--- config.mk ---
export PLATFORM = sky130hd
export DESIGN_NAME = dynamics_multi
export DESIGN_NICKNAME = d
export VERILOG_FILES = /design/src/rtl/dynamics_pkg.sv /design/src/rtl/dynamics_gain_ctrl.sv /design/src/rtl/dynamics_multi.sv
export SDC_FILE = /design/constraint.sdc
export NUM_CORES = 1
export LEC_CHECK = 0
export CAP_MARGIN = 10
export CORE_UTILIZATION = 55
export DETAILED_ROUTE_END_ITERATION = 8
export PLACE_DENSITY = 0.9
export SYNTH_ARGS = -nofsm -noshare
export SYNTH_HDL_FRONTEND = slang
export SYNTH_SLANG_ARGS = --single-unit
export TNS_END_PERCENT = 20
--- constraint.sdc ---
create_clock -name clk -period 7.9 [get_ports clk]
set_input_delay 0.79 -clock clk [delete_from_list [all_inputs] [get_ports clk]]
set_output_delay 0.79 -clock clk [all_outputs]
set_load 0.05 [all_outputs]
--- src/rtl/dynamics_pkg.sv ---
// Shared definitions for the multi-channel dynamics processor.
// Mode encodings, unity gain, FSM states and the gain slew step helper.
package dynamics_pkg;

    localparam logic [1:0] MODE_BYPASS = 2'b00;
    localparam logic [1:0] MODE_COMP   = 2'b01;
    localparam logic [1:0] MODE_GATE   = 2'b10;

    localparam logic [7:0] UNITY_GAIN = 8'd128;

    typedef enum logic [2:0] {
        ST_IDLE  = 3'd0,
        ST_PEAK  = 3'd1,
        ST_ENV   = 3'd2,
        ST_GAIN  = 3'd3,
        ST_APPLY = 3'd4,
        ST_DONE  = 3'd5
    } state_t;

    // Slew step: the shifted gap, but never less than one code.
    function automatic logic [7:0] slew_step(
        input logic [7:0] diff,
        input logic [2:0] sh
    );
        logic [7:0] s;
        s = diff >> sh;
        return (s == 8'd0) ? 8'd1 : s;
    endfunction

endpackage

--- src/rtl/dynamics_gain_ctrl.sv ---
// Envelope tracker and gain computer for the dynamics processor.
// Updates the envelope on env_en and the slewed gain on gain_en.
module dynamics_gain_ctrl
    import dynamics_pkg::*;
#(
    parameter int DATA_W      = 16,
    parameter int DECAY_SHIFT = 4
) (
    input  logic              clk,
    input  logic              rst,
    input  logic              env_en,
    input  logic              gain_en,
    input  logic [DATA_W-2:0] peak,
    input  logic [1:0]        mode,
    input  logic [DATA_W-2:0] threshold,
    input  logic [1:0]        ratio_shift,
    input  logic [2:0]        attack_shift,
    input  logic [2:0]        release_shift,
    output logic [7:0]        gain
);

    logic [DATA_W-2:0] env;
    logic [DATA_W-2:0] excess;
    logic [DATA_W-2:0] red_full;
    logic [7:0]        red;
    logic [7:0]        target;
    logic [7:0]        gain_nxt;

    // Target gain for the current envelope and mode.
    always_comb begin
        excess   = (env > threshold) ? (env - threshold) : '0;
        red_full = (excess >> (DATA_W - 8)) >> ratio_shift;
        red      = red_full[7:0];
        target   = UNITY_GAIN;
        unique case (mode)
            MODE_COMP: begin
                if (red >= UNITY_GAIN)
                    target = 8'd1;
                else
                    target = UNITY_GAIN - red;
            end
            MODE_GATE: begin
                target = (env < threshold) ? 8'd0 : UNITY_GAIN;
            end
            default: target = UNITY_GAIN;
        endcase
    end

    // Slew toward target; a step never exceeds the gap, so no overshoot.
    always_comb begin
        gain_nxt = gain;
        if (target < gain)
            gain_nxt = gain - slew_step(gain - target, attack_shift);
        else if (target > gain)
            gain_nxt = gain + slew_step(target - gain, release_shift);
    end

    // Peak-hold envelope with exponential decay.
    always_ff @(posedge clk or posedge rst) begin
        if (rst)
            env <= '0;
        else if (env_en) begin
            if (peak >= env)
                env <= peak;
            else
                env <= env - (env >> DECAY_SHIFT);
        end
    end

    // Applied gain register, persists across frames.
    always_ff @(posedge clk or posedge rst) begin
        if (rst)
            gain <= UNITY_GAIN;
        else if (gain_en)
            gain <= gain_nxt;
    end

endmodule

--- src/rtl/dynamics_multi.sv ---
// Multi-channel dynamics processor top level.
// Serial peak detect, shared gain control, one shared multiplier.
module dynamics_multi
    import dynamics_pkg::*;
#(
    parameter int DATA_W      = 16,
    parameter int CHANNELS    = 2,
    parameter int DECAY_SHIFT = 4
) (
    input  logic                       clk,
    input  logic                       rst,
    input  logic                       in_valid,
    output logic                       in_ready,
    input  logic [CHANNELS*DATA_W-1:0] sample_in,
    input  logic [1:0]                 mode,
    input  logic [DATA_W-2:0]          threshold,
    input  logic [1:0]                 ratio_shift,
    input  logic [2:0]                 attack_shift,
    input  logic [2:0]                 release_shift,
    output logic                       out_valid,
    input  logic                       out_ready,
    output logic [CHANNELS*DATA_W-1:0] sample_out,
    output logic [7:0]                 gain_out,
    output logic                       gr_active
);

    localparam int CW = (CHANNELS > 1) ? $clog2(CHANNELS) : 1;
    localparam int FW = CHANNELS * DATA_W;
    localparam logic [CW-1:0] LAST_CH = CW'(CHANNELS - 1);
    localparam logic [DATA_W-2:0] MAG_MAX = '1;
    localparam logic [DATA_W-1:0] MOST_NEG = {1'b1, {(DATA_W-1){1'b0}}};

    state_t state;
    state_t state_nxt;

    logic [CW-1:0]     ch;
    logic              last_ch;
    logic              accept;
    logic [FW-1:0]     frame_q;
    logic [1:0]        mode_q;
    logic [DATA_W-2:0] thr_q;
    logic [1:0]        ratio_q;
    logic [2:0]        att_q;
    logic [2:0]        rel_q;
    logic [DATA_W-2:0] peak;
    logic [7:0]        gain;

    logic signed [DATA_W-1:0] x;
    logic        [DATA_W-1:0] neg_x;
    logic        [DATA_W-2:0] mag;
    logic signed [DATA_W+8:0] prod;
    logic signed [DATA_W-1:0] scaled;
    logic                     prod_unused;

    assign accept    = in_valid && in_ready;
    assign in_ready  = (state == ST_IDLE) && !rst;
    assign last_ch   = (ch == LAST_CH);
    assign gain_out  = gain;
    assign gr_active = (gain < UNITY_GAIN);

    // Current channel sample, its saturated magnitude and scaled value.
    always_comb begin
        x     = frame_q[int'(ch)*DATA_W +: DATA_W];
        neg_x = -x;
        if (!x[DATA_W-1])
            mag = x[DATA_W-2:0];
        else if (x == MOST_NEG)
            mag = MAG_MAX;
        else
            mag = neg_x[DATA_W-2:0];
        prod   = x * $signed({1'b0, gain});
        scaled = prod[DATA_W+6:7];
    end

    assign prod_unused = ^{prod[DATA_W+8:DATA_W+7], prod[6:0], neg_x[DATA_W-1]};

    // Frame sequencing.
    always_comb begin
        state_nxt = state;
        unique case (state)
            ST_IDLE:  if (accept) state_nxt = ST_PEAK;
            ST_PEAK:  if (last_ch) state_nxt = ST_ENV;
            ST_ENV:   state_nxt = ST_GAIN;
            ST_GAIN:  state_nxt = ST_APPLY;
            ST_APPLY: if (last_ch) state_nxt = ST_DONE;
            ST_DONE:  if (out_ready) state_nxt = ST_IDLE;
            default:  state_nxt = ST_IDLE;
        endcase
    end

    // State register.
    always_ff @(posedge clk or posedge rst) begin
        if (rst)
            state <= ST_IDLE;
        else
            state <= state_nxt;
    end

    // Channel counter walks the frame in PEAK and again in APPLY.
    always_ff @(posedge clk or posedge rst) begin
        if (rst)
            ch <= '0;
        else if (state == ST_PEAK || state == ST_APPLY)
            ch <= last_ch ? '0 : ch + 1'b1;
        else
            ch <= '0;
    end

    // Frame and configuration captured only on accept.
    always_ff @(posedge clk or posedge rst) begin
        if (rst) begin
            frame_q <= '0;
            mode_q  <= MODE_BYPASS;
            thr_q   <= '0;
            ratio_q <= '0;
            att_q   <= '0;
            rel_q   <= '0;
        end else if (accept) begin
            frame_q <= sample_in;
            mode_q  <= mode;
            thr_q   <= threshold;
            ratio_q <= ratio_shift;
            att_q   <= attack_shift;
            rel_q   <= release_shift;
        end
    end

    // Running peak magnitude across the frame's channels.
    always_ff @(posedge clk or posedge rst) begin
        if (rst)
            peak <= '0;
        else if (accept)
            peak <= '0;
        else if (state == ST_PEAK && mag > peak)
            peak <= mag;
    end

    // Scaled samples land per channel; valid rises with the last one.
    always_ff @(posedge clk or posedge rst) begin
        if (rst) begin
            sample_out <= '0;
            out_valid  <= 1'b0;
        end else begin
            if (state == ST_APPLY)
                sample_out[int'(ch)*DATA_W +: DATA_W] <= scaled;
            if (state == ST_APPLY && last_ch)
                out_valid <= 1'b1;
            else if (out_valid && out_ready)
                out_valid <= 1'b0;
        end
    end

    dynamics_gain_ctrl #(
        .DATA_W      (DATA_W),
        .DECAY_SHIFT (DECAY_SHIFT)
    ) u_gain_ctrl (
        .clk           (clk),
        .rst           (rst),
        .env_en        (state == ST_ENV),
        .gain_en       (state == ST_GAIN),
        .peak          (peak),
        .mode          (mode_q),
        .threshold     (thr_q),
        .ratio_shift   (ratio_q),
        .attack_shift  (att_q),
        .release_shift (rel_q),
        .gain          (gain)
    );

endmodule

==> summary.md <==
| Metric | Value |
|---|---|
| Run status | finished, violations left |
| Failing checks | negative setup slack |
| Vias after detailed routing | 12932 |
| Number of enable flip-flop cells after synthesis | 0 |
| Remaining max-slew budget at the tightest pin | 0.2012 |
| HPWL Detailed | 29830 µm |
| Clock buffers created by TritonCTS | 17 |
| Area overhead of the layout relative to synthesis | 23.19% |
| RSZ-0062 raised after global routing | yes |
| Cells after Synth | 1588 |
| Setup violations, final | 1 |
| Number of buffer cells added on primary ports | 103 |
| Critical path capture point type | register |
| Die Wd | 161.6 µm |
| First-pass DRT Iterations | 6 |
| Die height | 161.6 µm |
| Via count of the first global-routing pass | 13394 |
| Fill cell instance count of the final layout | 1768 |
| Die Footprint | 26120 µm² |
| Cell Count, Final, Fillers Out | 2109 |
| Cell Area, Placed | 15920 µm² |
| Yosys top cell area share | 0.2339 |
| Minimum clock period after layout | 7938 ps |
| Max Slew Vio Count | 0 |
| Worst path required time | 8240 ps |
| Slowest library cell on the worst path | sky130_fd_sc_hd__or4_4 |
| Area of the multi-input gates | 10280 µm² |
| DR WL/cell | 19.72 µm |
| CP startpoint kind | register |
| CTS clock-pin slew for the worst setup and hold paths | 60 ps |
| Synthesized Nets | 1873 |
| Top cell by count, worst path | sky130_fd_sc_hd__a21oi_2 |
| Finished layout cell area | 17260 µm² |
| Distinct cells, synth | 80 |
| Standard-cell rows | 58 |
| Worst Path Arrival | 8280 ps |
| GRT Overall Usage | 0.3210 |
| Share of flip-flops with an asynchronous set or reset | 1.000 |
| Count of max-cap constraint violations | 0 |
| Global-route wire length before repair | 66410 µm |
| Type of the worst setup path | reg -> reg |
| Clock tree from TritonCTS | done |
| Count of boundary I/O pins | 104 |
| Fmax | 126.0 MHz |
| Path class of the lowest-slack min-delay path | reg -> reg |
| DR iter-0 viols | 1329 |
| Average via count per standard cell | 6.132 |
| Slowest cell delay on critical path | 550 ps |
| CTS Hold Bufs | 0 |
| Slew at the pin with the worst max-slew slack | 1195 ps |
| Later-pin clock latency in the skew report | 450 ps |
| Post-route fraction of the period consumed by the critical path | 1.005 |
| Maximum number of pins on one net before global-route repair | 75 |
| Ys flop type | sky130_fd_sc_hd__dfrtp_1 |
| Area leader, netlist | sky130_fd_sc_hd__dfrtp_1 |
| Warnings, synthesis | 0 |
| Clock Sink Count | 132 |
| Area contributors post-synth | sky130_fd_sc_hd__dfrtp_1, sky130_fd_sc_hd__fa_1, sky130_fd_sc_hd__ha_1 |
| Post-Syn Area | 14010 µm² |
| Final hold violations | 0 |
| Worst-case setup margin in the final layout | -37.54 ps |
| Initial cell density of the core | 0.5581 |
| Top cells by instance count after synthesis | sky130_fd_sc_hd__inv_1, sky130_fd_sc_hd__nor2_1, sky130_fd_sc_hd__nand2_1 |
| Cell with the most instances after synthesis | sky130_fd_sc_hd__inv_1 |
| Number of remaining DRC errors | 0 |
| CTS root buf | sky130_fd_sc_hd__clkbuf_16 |
| Routability congestion estimate from global placement | 0.9279 |
| Diode count | 0 |
| CORE AREA | 25110 µm² |
| CTS H-tree lvls | 4 |
| Number of antenna violations at the first check in global routing | 0 |
| Post-synthesis sequential element count | 132 |
| Final global-route overflow total | 0 |
| Share of final-layout standard cells stronger than drive strength 1 | 0.1827 |
| Sequential cell area in the final layout | 3304 µm² |
| Total routed wirelength | 41590 µm |
| Number of nets at the end of the flow | 2051 |
| Average cell area after synthesis | 8.824 µm² |
| Deepest clock path buffer count | 2 |
| Sequential element share of the synthesized area | 0.2358 |
| Number of nets still failing antenna checks after routing | 0 |
| Setup Skew | 21.22 ps |
| Cell Count Post-Placement | 2050 |
| Highest fanout seen on the critical path | 7 |
## layout by cell type, fill, tap and decap left out, types with 5 or more instances in the layout
| master | count |
|---|---|
| sky130_fd_sc_hd__a211o_1 | 8 |
| sky130_fd_sc_hd__a211oi_1 | 11 |
| sky130_fd_sc_hd__a21o_1 | 24 |
| sky130_fd_sc_hd__a21oi_1 | 65 |
| sky130_fd_sc_hd__a21oi_2 | 7 |
| sky130_fd_sc_hd__a22oi_1 | 5 |
| sky130_fd_sc_hd__a31oi_1 | 12 |
| sky130_fd_sc_hd__and2_1 | 11 |
| sky130_fd_sc_hd__and3_1 | 6 |
| sky130_fd_sc_hd__and4_1 | 6 |
| sky130_fd_sc_hd__buf_4 | 113 |
| sky130_fd_sc_hd__clkbuf_16 | 17 |
| sky130_fd_sc_hd__clkdlybuf4s50_1 | 103 |
| sky130_fd_sc_hd__dfrtp_1 | 131 |
| sky130_fd_sc_hd__fa_1 | 99 |
| sky130_fd_sc_hd__ha_1 | 113 |
| sky130_fd_sc_hd__ha_4 | 8 |
| sky130_fd_sc_hd__inv_1 | 189 |
| sky130_fd_sc_hd__inv_6 | 5 |
| sky130_fd_sc_hd__mux2_2 | 89 |
| sky130_fd_sc_hd__mux2i_1 | 32 |
| sky130_fd_sc_hd__nand2_1 | 140 |
| sky130_fd_sc_hd__nand2b_1 | 26 |
| sky130_fd_sc_hd__nand3_1 | 25 |
| sky130_fd_sc_hd__nand4_1 | 15 |
| sky130_fd_sc_hd__nor2_1 | 147 |
| sky130_fd_sc_hd__nor2b_1 | 13 |
| sky130_fd_sc_hd__nor3_1 | 24 |
| sky130_fd_sc_hd__nor4_1 | 6 |
| sky130_fd_sc_hd__o211ai_1 | 7 |
| sky130_fd_sc_hd__o21a_1 | 14 |
| sky130_fd_sc_hd__o21ai_0 | 79 |
| sky130_fd_sc_hd__o31ai_1 | 6 |
| sky130_fd_sc_hd__or3_1 | 15 |
| sky130_fd_sc_hd__xnor2_1 | 41 |
| sky130_fd_sc_hd__xor2_1 | 16 |
## timing repair
action,4_1_cts,5_1_grt
buffers inserted,8,18
pin swaps,12,43
cloned,0,0
resized for setup,34,74
endpoints found under the setup margin,2,4
## critical path: cells and delay by family (launching register included)
kind            cells  cell delay (ps)
compound gates     15             2890
simple gates        9             1970
fa+ha+maj           4             1100
buf+inv             6              960
flops               1              410
mux                 1              330
xor+xnor            2              190
## per-layer routing
| metal | share of wire | track usage |
|---|---|---|
| met1 | 0.38 | 0.3832 |
| met4 | 0.053 | 0.1762 |
| met2 | 0.48 | 0.5378 |
| met3 | 0.084 | 0.07088 |
| met5 | 0 | 0 |
## sequential cells by signal, indices dropped and copies added (netlist names)
name,cells
ch,1
u_gain_ctrl.gain,8
out_valid,1
att_q,3
ratio_q,2
peak,15
frame_q,32
rel_q,3
thr_q,15
sample_out,32
u_gain_ctrl.env,15
mode_q,2
state,3
## through the flow
step	util	setup TNS (ps)	worst slack, ps	hold WS [ps]
final	0.6875	-37.54	-37.54	488.6
after detailed placement	0.6339	-191.2	-191.2	473.6
after global placement	0.6339	0	80.39	462.1
after CTS	0.6678	0	6.530	487.9
after floorplan	-	0	27.79	478.7
after global routing	0.6875	-534.8	-363.0	508.3
## path summary, 6_finish.rpt
kind                               startpoint             endpoint  depth (start not counted)  slack [ps]
setup / recovery           u_gain_ctrl.env[9]  u_gain_ctrl.gain[7]                         37         -40
hold / removal                 sample_out[27]       sample_out[27]                          2         490
setup reg to reg           u_gain_ctrl.env[9]  u_gain_ctrl.gain[7]                         37         -40
hold reg to reg                sample_out[27]       sample_out[27]                          2         490
max in group asynchronous                 rst             rel_q[1]                          3        5530
min in group asynchronous                 rst             peak[14]                          2        1050
## logic make-up after synthesis
logic type	after synthesis	share of synthesized area
compound gates	312	0.1444
xor+xnor	59	0.03688
fa+ha+maj	224	0.2536
buf+inv	259	0.07108
flops	132	0.2358
mux	123	0.09679
simple gates	479	0.1614
## layout make-up
type | instances | share of cell area
Sequential cell | 132 | 0.1914
Inverter | 198 | 0.04335
Timing Repair Buffer | 220 | 0.1111
Clock inverter | 14 | 0.009713
Multi-Input combinational cell | 1197 | 0.5956
Tap cell | 330 | 0.02392
Clock buffer | 18 | 0.02486
Power is not shown: default switching activity piles up to over one toggle a cycle in this logic, so the estimate is an artifact.
